File: src/rtl/conv_window_feeder_pkg.sv
// Shared constants for the 3x3 convolution window feeder.
// FSM encodings and window/pair sizes.
package conv_window_feeder_pkg;

  localparam int BIT_LENGTH_DEF = 8;
  localparam int PAIR_WORDS     = 18;
  localparam int WINDOW_TAPS    = 9;

  localparam logic [2:0] S_FILL  = 3'd0;
  localparam logic [2:0] S_PUSH  = 3'd1;
  localparam logic [2:0] S_START = 3'd2;
  localparam logic [2:0] S_WAIT  = 3'd3;
  localparam logic [2:0] S_EMIT  = 3'd4;

endpackage

File: src/rtl/conv_line_buffer.sv
// Two stacked row stores; a write pushes the old
// row-1 value up into row-2 at the same column.
module conv_line_buffer
  import conv_window_feeder_pkg::*;
#(
  parameter int BIT_LENGTH = BIT_LENGTH_DEF,
  parameter int IMG_WIDTH  = 8,
  parameter int CW         = $clog2(IMG_WIDTH)
)(
  input  logic                  Clk,
  input  logic                  i_we,
  input  logic [CW-1:0]         i_col,
  input  logic [BIT_LENGTH-1:0] i_pix,
  output logic [BIT_LENGTH-1:0] o_lb0,
  output logic [BIT_LENGTH-1:0] o_lb1
);

  logic [BIT_LENGTH-1:0] r_lb0 [IMG_WIDTH];
  logic [BIT_LENGTH-1:0] r_lb1 [IMG_WIDTH];

  assign o_lb0 = r_lb0[i_col];
  assign o_lb1 = r_lb1[i_col];

  // Shift the column up one line on each accepted pixel.
  always_ff @(posedge Clk) begin
    if (i_we) begin
      r_lb1[i_col] <= r_lb0[i_col];
      r_lb0[i_col] <= i_pix;
    end
  end

endmodule

File: src/rtl/conv_window_feeder.sv
// Builds 3x3 windows from a raster stream and feeds
// weight/pixel pairs to the convolution accelerator.
module conv_window_feeder
  import conv_window_feeder_pkg::*;
#(
  parameter int BIT_LENGTH = BIT_LENGTH_DEF,
  parameter int IMG_WIDTH  = 8,
  parameter int IMG_HEIGHT = 8
)(
  input  logic                          Clk,
  input  logic                          RstIn,
  input  logic                          clear,
  input  logic                          wt_we,
  input  logic [3:0]                    wt_addr,
  input  logic [BIT_LENGTH-1:0]         wt_data,
  input  logic                          pix_valid,
  output logic                          pix_ready,
  input  logic [BIT_LENGTH-1:0]         pix_data,
  output logic                          acc_wr,
  output logic [BIT_LENGTH-1:0]         acc_data,
  input  logic                          acc_full,
  output logic                          acc_cstart,
  input  logic                          acc_cready,
  input  logic [BIT_LENGTH-1:0]         acc_sum,
  output logic                          res_valid,
  output logic [BIT_LENGTH-1:0]         res_data,
  output logic [$clog2(IMG_HEIGHT)-1:0] res_row,
  output logic [$clog2(IMG_WIDTH)-1:0]  res_col,
  output logic                          frame_done
);

  localparam int RW = $clog2(IMG_HEIGHT);
  localparam int CW = $clog2(IMG_WIDTH);

  logic [2:0]            r_state;
  logic [RW-1:0]         r_row;
  logic [CW-1:0]         r_col;
  logic [4:0]            r_widx;
  logic                  r_prev_rdy;
  logic [BIT_LENGTH-1:0] r_res;
  logic [RW-1:0]         r_orow;
  logic [CW-1:0]         r_ocol;
  logic                  r_last;
  logic [BIT_LENGTH-1:0] r_wt  [WINDOW_TAPS];
  logic [BIT_LENGTH-1:0] r_win [WINDOW_TAPS];

  logic                  w_accept;
  logic                  w_col_end;
  logic                  w_row_end;
  logic                  w_win;
  logic                  w_wr;
  logic                  w_edge;
  logic [3:0]            w_tap;
  logic [BIT_LENGTH-1:0] w_lb0;
  logic [BIT_LENGTH-1:0] w_lb1;

  assign pix_ready = (r_state == S_FILL);
  assign w_accept  = pix_valid && pix_ready && !clear;
  assign w_col_end = (r_col == CW'(IMG_WIDTH - 1));
  assign w_row_end = (r_row == RW'(IMG_HEIGHT - 1));
  assign w_win     = (r_row >= RW'(2)) && (r_col >= CW'(2));
  assign w_wr      = (r_state == S_PUSH) && !acc_full && !clear;
  assign w_edge    = acc_cready && !r_prev_rdy;
  assign w_tap     = r_widx[4:1];

  assign acc_wr     = w_wr;
  assign acc_data   = (r_state != S_PUSH) ? '0 :
                      r_widx[0] ? r_win[w_tap] : r_wt[w_tap];
  assign acc_cstart = (r_state == S_START) && !clear;
  assign res_valid  = (r_state == S_EMIT) && !clear;
  assign frame_done = res_valid && r_last;
  assign res_data   = r_res;
  assign res_row    = r_orow;
  assign res_col    = r_ocol;

  conv_line_buffer #(
    .BIT_LENGTH (BIT_LENGTH),
    .IMG_WIDTH  (IMG_WIDTH),
    .CW         (CW)
  ) u_lb (
    .Clk   (Clk),
    .i_we  (w_accept),
    .i_col (r_col),
    .i_pix (pix_data),
    .o_lb0 (w_lb0),
    .o_lb1 (w_lb1)
  );

  // Sequencer: fill, push 18 words, start, wait, emit.
  always_ff @(posedge Clk or negedge RstIn) begin
    if (!RstIn) begin
      r_state <= S_FILL;
      r_row   <= '0;
      r_col   <= '0;
      r_widx  <= '0;
      r_res   <= '0;
      r_orow  <= '0;
      r_ocol  <= '0;
      r_last  <= 1'b0;
    end else if (clear) begin
      r_state <= S_FILL;
      r_row   <= '0;
      r_col   <= '0;
      r_widx  <= '0;
      r_last  <= 1'b0;
    end else begin
      unique case (r_state)
        S_FILL: begin
          if (w_accept) begin
            r_col <= w_col_end ? '0 : r_col + CW'(1);
            if (w_col_end)
              r_row <= w_row_end ? '0 : r_row + RW'(1);
            if (w_win) begin
              r_state <= S_PUSH;
              r_widx  <= '0;
              r_orow  <= r_row - RW'(2);
              r_ocol  <= r_col - CW'(2);
              r_last  <= w_row_end && w_col_end;
            end
          end
        end
        S_PUSH: begin
          if (w_wr) begin
            if (r_widx == 5'(PAIR_WORDS - 1))
              r_state <= S_START;
            else
              r_widx <= r_widx + 5'd1;
          end
        end
        S_START: r_state <= S_WAIT;
        S_WAIT: begin
          if (w_edge) begin
            r_res   <= acc_sum;
            r_state <= S_EMIT;
          end
        end
        S_EMIT: begin
          if (r_last) begin
            r_row <= '0;
            r_col <= '0;
          end
          r_last  <= 1'b0;
          r_state <= S_FILL;
        end
        default: r_state <= S_FILL;
      endcase
    end
  end

  // Previous cReady, so only a fresh rise is taken.
  always_ff @(posedge Clk or negedge RstIn) begin
    if (!RstIn) r_prev_rdy <= 1'b0;
    else        r_prev_rdy <= acc_cready;
  end

  // Weight file, writable only while filling.
  always_ff @(posedge Clk or negedge RstIn) begin
    if (!RstIn) begin
      for (int i = 0; i < WINDOW_TAPS; i++)
        r_wt[i] <= '0;
    end else if (wt_we && (r_state == S_FILL) &&
                 (wt_addr < 4'd9)) begin
      r_wt[wt_addr] <= wt_data;
    end
  end

  // Window shifts left; new right column from the line stores.
  always_ff @(posedge Clk or negedge RstIn) begin
    if (!RstIn) begin
      for (int i = 0; i < WINDOW_TAPS; i++)
        r_win[i] <= '0;
    end else if (w_accept) begin
      for (int r = 0; r < 3; r++) begin
        r_win[3*r]   <= r_win[3*r+1];
        r_win[3*r+1] <= r_win[3*r+2];
      end
      r_win[2] <= w_lb1;
      r_win[5] <= w_lb0;
      r_win[8] <= pix_data;
    end
  end

endmodule

File: config.mk
export PLATFORM = sky130hd
export DESIGN_NAME = conv_window_feeder
export DESIGN_NICKNAME = d
export VERILOG_FILES = /design/src/rtl/conv_window_feeder_pkg.sv /design/src/rtl/conv_line_buffer.sv /design/src/rtl/conv_window_feeder.sv
export SDC_FILE = /design/constraint.sdc
export NUM_CORES = 1
export LEC_CHECK = 0
export ABC_CLOCK_PERIOD_IN_PS = 2900
export BUFFER_PORTS_ARGS = -buffer_cell sky130_fd_sc_hd__buf_2
export CAP_MARGIN = 20
export CORE_MARGIN = 3
export CORE_UTILIZATION = 55
export CTS_CLUSTER_SIZE = 25
export DETAILED_ROUTE_END_ITERATION = 6
export PLACE_DENSITY = 0.75
export SYNTH_ARGS = -nofsm -noshare
export SYNTH_HDL_FRONTEND = slang
export SYNTH_SLANG_ARGS = --single-unit
File: constraint.sdc
create_clock -name Clk -period 2.9 [get_ports Clk]
set_clock_uncertainty 0.2 [all_clocks]
set_input_delay 0.87 -clock Clk [delete_from_list [all_inputs] [get_ports Clk]]
set_output_delay 0.87 -clock Clk [all_outputs]
set_load 0.1 [all_outputs]
### Word-level counts from Yosys, hierarchy flattened

Memories as Yosys holds them, arrays and structs flattened. A register that Yosys moved wholly into a read port is not among the register bits.
Cells that the tools add are included.

| cells by class | value |
|---|---|
| $add $sub $neg | 5 |
| magnitude comparators | 6 |
| equal/unequal tests | 16 |
| multiplexer cells | 40 |
| bitwise operators | 3 |
| reductions and logical operators | 27 |

Operator list:

| operator | number |
|---|---|
| 72-bit bitwise mux | 1 |
| 8-bit binary-select mux with 4-bit select | 2 |
| 8-bit 2-to-1 mux | 7 |
| 3-bit 2-to-1 mux | 14 |
| 8-bit demux with 4-bit select | 1 |
| 5-bit 2-to-1 mux | 5 |
| 1-bit logical AND | 13 |
| 3-bit by 2-bit inequality test with 1-bit output, second input constant | 4 |
| 3-bit inequality test, second input constant | 4 |
| 3-bit case mux with 2 select lines | 2 |
| 3-bit case mux with 4 select lines | 1 |
| 5-bit >= comparator, second input constant | 2 |
| 4-bit NOT with 5-bit output | 2 |
| 5-bit case mux with 2 select lines | 1 |
| 5-bit AND reduction | 2 |
| 3-bit equality test, second input constant | 3 |
| 3-bit AND reduction | 3 |
| 4-bit AND reduction | 2 |
| 3-bit by 1-bit adder with 3-bit output, second input constant | 2 |
| 3-bit by 2-bit equality test with 1-bit output, second input constant | 2 |
| 3-bit by 2-bit >= comparator with 1-bit output, second input constant | 2 |
| 3-bit nonzero test | 2 |
| 3-bit by 2-bit subtractor with 3-bit output, second input constant | 2 |
| 5-bit by 1-bit adder with 5-bit output, second input constant | 1 |
| other kinds (10) | 17 |

| storage, ports and cells | value |
|---|---|
| register bits | 166 |
| bits in writable memories | 128 |
| input bits | 35 |
| output and inout port bits | 27 |
| word-level logic and storage cells | 125 |
| memories | 2 |

Memories:

| memory | words | bits a word | rd ports | clocked after memory_dff | write ports | RTL line | RTL |
|---|---|---|---|---|---|---|---|
| u_lb.r_lb0 | 8 | 8 | 1 | 0 | 1 | conv_line_buffer.sv:18 | `logic [BIT_LENGTH-1:0] r_lb0 [IMG_WIDTH];` |
| u_lb.r_lb1 | 8 | 8 | 1 | 1 | 1 | conv_line_buffer.sv:19 | `logic [BIT_LENGTH-1:0] r_lb1 [IMG_WIDTH];` |

### Depth between registers and ports, before layout

Gate-level depths: netlist of run 1.

| depth | value |
|---|---|
| depth in word-level cells | 6 |
| gate-level depth with buffers | 9 |
| mapped depth without buffers | 6 |

### Hierarchy

Synthesis of run 1 repeated with hierarchy kept, for this count alone.

| unflattened totals | value |
|---|---|
| cell total of the unflattened synthesis | 817 |
| area, all modules | 13128.8 µm² |

Modules (own cells, without submodules):

| module | times used | cells an instance | area an instance (µm²) | seq. area each (µm²) |
|---|---|---|---|---|
| conv_window_feeder | 1 | 595 | 8156.6 | 4354.2 |
| conv_line_buffer | 1 | 222 | 4972.3 | 3843.7 |

### Worst setup path after synthesis of run 1

OpenSTA, ideal clock, no wires.

| timing path | value |
|---|---|
| kind | input to output |
| start point | in clear |
| end point | out frame_done |
| data arrival time | 3.130 ns |
| data required time | 1.830 ns |
| setup slack | -1.300 ns |
| cell stages on the path | 2 |
| buffers on the path | 1 |
| cell sequence | clkbuf_1 -> nor3_1 |

| on the way | value |
|---|---|
| cells in the longest elaborated chain, start to end | 3 |

RTL lines:

| what | RTL line | RTL |
|---|---|---|
| from (decl) | conv_window_feeder.sv:12 | `input logic clear,` |
| 1-bit zero test | conv_window_feeder.sv:70 | `assign res_valid = (r_state == S_EMIT) && !clear;` |
| 1-bit logical AND | conv_window_feeder.sv:70 |  |
| 1-bit logical AND | conv_window_feeder.sv:71 | `assign frame_done = res_valid && r_last;` |
| to (decl) | conv_window_feeder.sv:29 | `output logic frame_done` |

Every way passes these cells.

### Worst setup path after layout of run 1

| timing path | value |
|---|---|
| start point | reg r_widx[1] |
| end point | out acc_data[5] |

| on the way | value |
|---|---|
| cells in the longest elaborated chain, start to end | 6 |
| elaborated cells on any way between the ends | 9 |
| classes of those cells | mux: 8; bitwise: 1 |

RTL lines:

| what | RTL line | RTL |
|---|---|---|
| from (decl) | conv_window_feeder.sv:38 | `logic [4:0] r_widx;` |
| from (signal assigned) | conv_window_feeder.sv:127 | `r_widx <= r_widx + 5'd1;` |
| 4-bit NOT with 5-bit output (implied by the code) * | conv_window_feeder.sv:68 | `r_widx[0] ? r_win[w_tap] : r_wt[w_tap];` |
| 8-bit binary-select mux with 4-bit select | conv_window_feeder.sv:68 |  |
| 8-bit 2-to-1 mux (implied by the code) (2 in series) | conv_window_feeder.sv:68 |  |
| 8-bit 2-to-1 mux * | conv_window_feeder.sv:68 |  |
| 8-bit 2-to-1 mux * | conv_window_feeder.sv:67 | `assign acc_data = (r_state != S_PUSH) ? '0 :` |
| to (decl) | conv_window_feeder.sv:20 | `output logic [BIT_LENGTH-1:0] acc_data,` |

Mark *: on every way between the ends. The rest lies on a longest branch, timed or not. The select of a mux whose other input is x is not followed.

==> parameters.txt, run 1 <==
Parameter                              Value

Placement
  Post-DP HPWL    18,170 um
  Total of buffers placed on input and output ports    61
  Setup slack at placement    -0.1985 ns
  Final Wtd Congestion    0.8210

Clocking
  Clock Tree Buf Depth    3
  Latest clock arrival within the worst-skew pair    ~0.56 ns
  Number of H-tree levels    1
  Clock slew at the register clock pins of the worst setup and hold paths    0.06 ns
  Number of buffers created by CTS    31
  Clock tree from TritonCTS    built
  Clock root buffer master    clkbuf_16
  Sinks on Clock Net    302

Synthesis
  Unique masters post-synth    between 40 and 50
  Synth warnings    0
  Cell Area, Synth    between 10,000 and 15,000 sq um
  Fraction of registers with async set or reset after synthesis    between 50% and 60%
  Mapped Nets    972
  Average footprint of a synthesized cell    14.16 sq um
  Number of flops mapped to enable cells by yosys    roughly 130
  Most used flip-flop cell after synthesis    dfrtp_1
  Number of instances in the synthesized netlist    about 920
  Flops & latches, synth    302
  Sequential fraction of the synthesis area    62.67%

Timing
  Fmax    0.2946 GHz
  Setup-failing EPs final    10
  Actual transition at the worst max-transition pin    0.5004 ns
  Count of pins over their slew limit    0
  Period utilization    117.0%
  Min setup slack post-route    -0.4940 ns
  Worst hold-check slack    0.02144 ns
  Unrepaired setup endpoints after global routing    yes
  Hold Fails Final Rpt    0
  Clock period minus final worst setup slack    3.394 ns
  Max-slew headroom    between 60 and 70%

Setup path
  End of the worst register-to-register path    r_wt[55]
  Signal arrival time at the worst endpoint    2.32 ns
  Required time of the critical path    1.83 ns
  Worst setup EP type    output port
  CP endpoint    acc_data[5]
  Maximum fanout count along the critical path    15
  Internal reg-to-reg setup slack    0.23 ns
  Launching element of the worst setup path    r_widx[1]
  Critical path class    reg2out
  Startpoint kind of the worst setup timing path    flip-flop
  Critical register-to-register path startpoint    r_state[0]
  Worst Reg2Reg Path Length in Cells    6

Worst hold path
  Tightest Hold Check Type    in2async

Global routing
  Antenna violations before repair    0
  Pin count of the biggest net entering global routing    82
  Global route overflow    0
  Vias in the first global route    8,144
  Overall Global Routing Usage    21.78%
  Wire length of the first global-routing pass    44,680 um

Floorplan
  Initial core utilization    56.91%
  Chip height    160.2 um
  I/O pin count    62
  Die area    25,670 sq um
  Chip width    ~160 um
  Count of standard-cell rows    55
  Area of the placeable core    22,980 sq um

Routing
  Via total after detailed routing    7,842
  Average vias per placed instance    ~5.7
  Remaining antenna violation count    0
  DRC violations left    0
  Initial drt markers    560
  Wire length per cell after detailed routing    roughly 20 um
  Final WL    27,200 um
  Detailed-routing iteration count for the pre-antenna-repair pass    4

Layout
  Highest-count cells in the layout ignoring fill and taps    nand2_1, dfrtp_1, edfxtp_1, mux2_2, mux2i_1
  Most common cell after layout, fill and taps aside    nand2_1
  Number of fill cells    about 1,600
  Total inserted antenna cells    0
  Area added between synthesis and finish    20.80%
  Proportion of layout cells with a drive suffix above 1    about a third
  Net count reported at finish    between 1,000 and 1,500

Run
  Max-capacitance violation count    0

Outcome
  Result of the run    finished, violations left
  Violated checks    negative setup slack

Pwr
  PD cells    848.1 nW/um^2
  Peak VDD IR    717.2 uV
  LEAKAGE    between 6 and 7 nW
[kinds of logic (layout without fill, tap and decap cells)]
| logic type | Yosys count | count (layout) | synth area share, % |
|---|---|---|---|
| compound gates | 54 | 54 | 3.023 |
| fa+ha+maj | 13 | 13 | 1.244 |
| buf+inv | 68 | 201 | 2.124 |
| flops | 302 | 302 | 62.67 |
| mux | 206 | 206 | 21.29 |
| simple gates | 281 | 281 | 9.642 |
[per-stage QoR]
step	area (sq um)	power (mW)	instances	utilization [%]	setup TNS, ns
after floorplan	13330	8.493	924	-	-36.72
after global placement	14680	9.421	1310	63.88	-0.3298
after detailed placement	14680	9.564	1310	63.88	-0.7631
after CTS	15800	13.51	1370	68.73	-4.114
after global routing	15800	14.07	1370	68.74	-4.529
final	15800	13.40	1370	68.74	-3.741
[flip-flops by register name, summed over array words and instances (netlist names)]
name,count
r_win,72
r_wt,72
u_lb.r_lb0,64
u_lb.r_lb1,64
res_data,8
r_widx,5
r_col,3
r_row,3
r_state,3
res_col,3
res_row,3
r_last,1
r_prev_rdy,1
[critical path, cell delays in order, from the launching register on]
cell and delay [ns]:
dfrtp_2 0.41, buf_12 0.19, mux4_2 0.52, mux2i_1 0.18
buf_4 0.15, o221ai_4 0.12, buf_12 0.19
[cell usage after synthesis, drive strengths merged, types with 4 or more instances]
cell type | count | area [sq um]
mux2i | 60 | 600.6
nand3 | 13 | 65.06
a21oi | 4 | 20.02
nor2 | 14 | 57.55
o21ai | 10 | 50.05
nor3b | 7 | 75.08
mux4 | 48 | 1081
nand2b | 4 | 25.02
inv | 14 | 52.55
mux2 | 98 | 1104
dfrtp | 174 | 4354
nand2 | 208 | 780.8
a22oi | 16 | 120.1
buf | 17 | 86.33
clkbuf | 37 | 138.9
ha | 13 | 162.7
o221ai | 10 | 87.58
nor3 | 9 | 56.31
edfxtp | 128 | 3844
and3 | 4 | 25.02
[cell type report]
class	count	area, sq um	area share [%]
timing repair buffer	130	1264	7.998
clock buffer	44	834.6	5.282
clock inverter	13	131.4	0.8315
inverter	14	52.55	0.3326
multi-input combinational	554	4925	31.17
tap	313	391.6	2.479
sequential	302	8202	51.91
[power by group]
group	switching (mW)	internal [mW]	total [mW]
clock network	1.59	2.18	3.78
logic	1.99	1.54	3.53
registers	0.619	5.48	6.10
total	4.20	9.20	13.4
[what timing repair did]
action                                 4_1_cts  5_1_grt
setup buffers                                3        0
hold buffers                                 0        0
setup endpoints to repair                   12       12
resized for setup                           27        1
pin swaps                                    5        1
endpoints found under the hold margin        0        0
[how the worst min path moves through the flow]
stage / to / slack (ns) / depth (start not counted)
after floorplan: r_win[16] / 0.24 / 2
after global placement: r_win[17] / 0.25 / 2
after detailed placement: r_win[19] / 0.26 / 2
after CTS: r_col[1] / 0.02 / 1
after global routing: res_row[2] / 0.03 / 1
final: res_row[2] / 0.02 / 1
[routing by layer]
layer,global-route usage (%),vias to the layer above,part of all wire (%),wire length [um]
li1,-,3602,-,-
met1,32.06,4022,45,12320
met2,35.06,179,49,13210
met3,3.320,39,4.4,1190
met4,4.615,0,1.8,483
met5,0,-,0,0
Note: power is estimated with default switching activity, not from simulation.
==> inputs of run 2 (changes only) <==
Settings changed: CORE_UTILIZATION 55 to 49, CTS_BUF_LIST set to sky130_fd_sc_hd__clkbuf_2, PLACE_DENSITY 0.75 to 0.68, TNS_END_PERCENT set to 1.
==> parameters.txt, run 2 (same netlist as run 1, synthesis figures left out) <==
Parameter                              Value

Timing
  Setup-failing EPs final    13 (+3)
  Total Neg Setup Slack    -6.816 ns (-3.074 ns)
  Actual transition at the worst max-transition pin    0.7772 ns (+0.2768 ns)
  Period utilization    125.7% (+8.7 points)
  Count of pins over their slew limit    0 (unchanged)
  Hold Fails Final Rpt    0 (unchanged)
  Worst hold-check slack    0.1247 ns (+0.1033 ns)
  Clock period minus final worst setup slack    3.646 ns (+0.2525 ns)
  Min setup slack post-route    -0.7465 ns (-0.2525 ns)
  Fmax    0.2742 GHz (-6.9%)
  Unrepaired setup endpoints after global routing    yes
  Max-slew headroom    48.19% (-19 points)

Layout
  Top flop regs    r_win x72, r_wt x72
  Highest-count cells in the layout ignoring fill and taps    nand2_1, dfrtp_1, edfxtp_1, clkbuf_2, mux2_2
  Net count reported at finish    1,124 (+4.0%)
  Proportion of layout cells with a drive suffix above 1    39.68% (+5.1 points)
  Area added between synthesis and finish    19.67%
  Post-layout instance count excluding filler cells    1,475 (+7.7%)
  Most common cell after layout, fill and taps aside    nand2_1
  Fraction of the core area covered by cells at the end of the flow    59.90% (-8.8 points)

Global routing
  Vias in the first global route    8,478 (+4.1%)
  Overall Global Routing Usage    19.87% (-1.9 points)
  Wire length of the first global-routing pass    45,220 um (+1.2%)
  Antenna violations before repair    1 (+1)
  Pin count of the biggest net entering global routing    81 (-1.2%)
  Global route overflow    0 (unchanged)

Outcome
  Violated checks    negative setup slack
  Result of the run    finished, violations left

Placement
  Final Wtd Congestion    0.7498 (-8.7%)
  Placed instance count    1,323 (+0.99%)
  Post-DP HPWL    17,270 um (-5.0%)
  Total of buffers placed on input and output ports    61 (unchanged)

Run
  Max-capacitance violation count    0 (unchanged)

Setup path
  Required time of the critical path    1.83 ns (about the same)
  Buffers and inverters on the worst path    3 (unchanged)
  Maximum fanout count along the critical path    18 (+3)
  Internal reg-to-reg setup slack    0.40 ns (+0.17 ns)
  Critical register-to-register path startpoint    r_state[0]
  Cell breakdown of the critical path    buf_4, buf_16, mux2i_1, a22oi_1, nand3_1, o221ai_4, buf_12
  Worst path slowest cell    dfrtp_2
  CP peak stage delay    0.46 ns (-0.06 ns)
  End of the worst register-to-register path    r_wt[60]
  Worst Reg2Reg Path Length in Cells    6 (unchanged)
  Startpoint kind of the worst setup timing path    flip-flop
  Worst setup EP type    output port
  Signal arrival time at the worst endpoint    2.58 ns (+0.26 ns)
  Critical path class    reg2out
  Dominant delay contributor by cell family on the critical path    buffers and inverters

Routing
  DRC violations left    0 (unchanged)
  Via total after detailed routing    7,893 (+0.65%)
  Detailed-routing iteration count for the pre-antenna-repair pass    6 (+2)
  Average vias per placed instance    5.351 (-6.5%)
  Initial drt markers    505 (-9.8%)
  Remaining antenna violation count    0 (unchanged)
  Wire length per cell after detailed routing    18.40 um (-7.3%)
  Final WL    27,150 um (-0.19%)

Pwr
  Peak VDD IR    366.1 uV (-49%)
  Overall power after layout    12.52 mW (-6.6%)
  PD cells    799.6 nW/um^2 (-5.7%)
  LEAKAGE    6.560 nW (+1.3%)

Floorplan
  I/O pin count    62 (unchanged)
  Area of the placeable core    26,130 sq um (+14%)
  Chip width    169.4 um (+5.7%)
  Die area    28,690 sq um (+12%)
  Count of standard-cell rows    59 (+7.3%)
  Initial core utilization    50.05% (-6.9 points)
  Chip height    169.4 um (+5.7%)

Clocking
  Number of buffers created by CTS    79 (+150%)
  Clock slew at the register clock pins of the worst setup and hold paths    0.11 ns (+0.05 ns)
  Number of H-tree levels    3 (+2)
  Clock tree from TritonCTS    built
  Clock root buffer master    clkbuf_2
  Latest clock arrival within the worst-skew pair    0.84 ns (+0.28 ns)
  Sinks on Clock Net    302 (unchanged)
  Clock Tree Buf Depth    3 (unchanged)

Worst hold path
  Beginning of the worst hold path    acc_sum[2]
  Tightest Hold Check Type    in2reg
  Min-Delay Path Depth    2
  Destination of the worst hold path    res_data[2]
-- run 2: changes by cell type in the layout (fill, tap and decap cells not counted), moves of 4 or more --
cell and change:
a22oi_1 -4, a22oi_2 +4, and3_1 +4, and3_2 -4, buf_4 -6, buf_6 -4
clkbuf_1 -12, clkbuf_16 -31, clkbuf_2 +117, clkinv_1 +11, mux2i_2 +4
-- run 2: area by class of cell --
type | instances | area, sq um
diodes | 1 | 2.502
clock buffers | 117 | 585.6
clock inverters | 27 | 177.7
fillers | 2094 | 10480
inverters | 14 | 52.55
multi-input cells | 554 | 4940
flip-flops and latches | 302 | 8204
well taps | 335 | 419.2
repair buffers | 125 | 1271
-- run 2: power breakdown --
part / total [mW] / switching, mW / leakage (nW) / internal (mW)
clock: 2.99 / 1.72 / 0.568 / 1.27
combinational: 3.44 / 1.91 / 2.62 / 1.53
sequential: 6.09 / 0.623 / 3.37 / 5.47
-- run 2: worst max-delay path by stage --
stage | depth (start not counted) | end | from
5_1_grt | 7 | acc_data[2] | r_widx[1]
2_1_floorplan | 5 | u_lb.r_lb0[0][0] | clear
3_5_place_dp | 4 | acc_wr | clear
4_1_cts | 7 | acc_data[5] | r_widx[1]
6_report | 7 | acc_data[2] | r_widx[1]
3_3_place_gp | 4 | acc_wr | clear
-- run 2: worst reg2reg max path: cells and delay by family, from the launching register on --
kind          cells  cell delay [ns]
mux               1             0.33
buf+inv           2             0.35
simple gates      3             1.06
flops             1             0.46
-- run 2: timing repair --
item / in CTS / in global routing
pin swaps: 11 / 6
gates resized for setup: 26 / 11
endpoints found under the hold margin: 69 / 0
gates cloned: 2 / 0
buffers inserted: 3 / 0
setup endpoints to repair: 13 / 13
hold buffers: 3 / 0
-- run 2: metrics by stage --
stage,area (sq um),worst slack [ns]
global route,15650,-0.9044
CTS,15620,-0.8480
global placement,14640,-0.1720
floorplan,13280,-0.5049
finish,15650,-0.7465
detailed placement,14640,-0.1882
-- run 2: metal layers --
layer / share of wire (%) / up-vias / GRT usage (%) / routed length (um)
li1: - / 3728 / - / -
met1: 46 / 3982 / 27.48 / 12470
met2: 49 / 146 / 31.95 / 13240
met3: 3.5 / 37 / 4.007 / 958
met4: 1.8 / 0 / 6.615 / 479
met5: 0 / - / 0 / 0
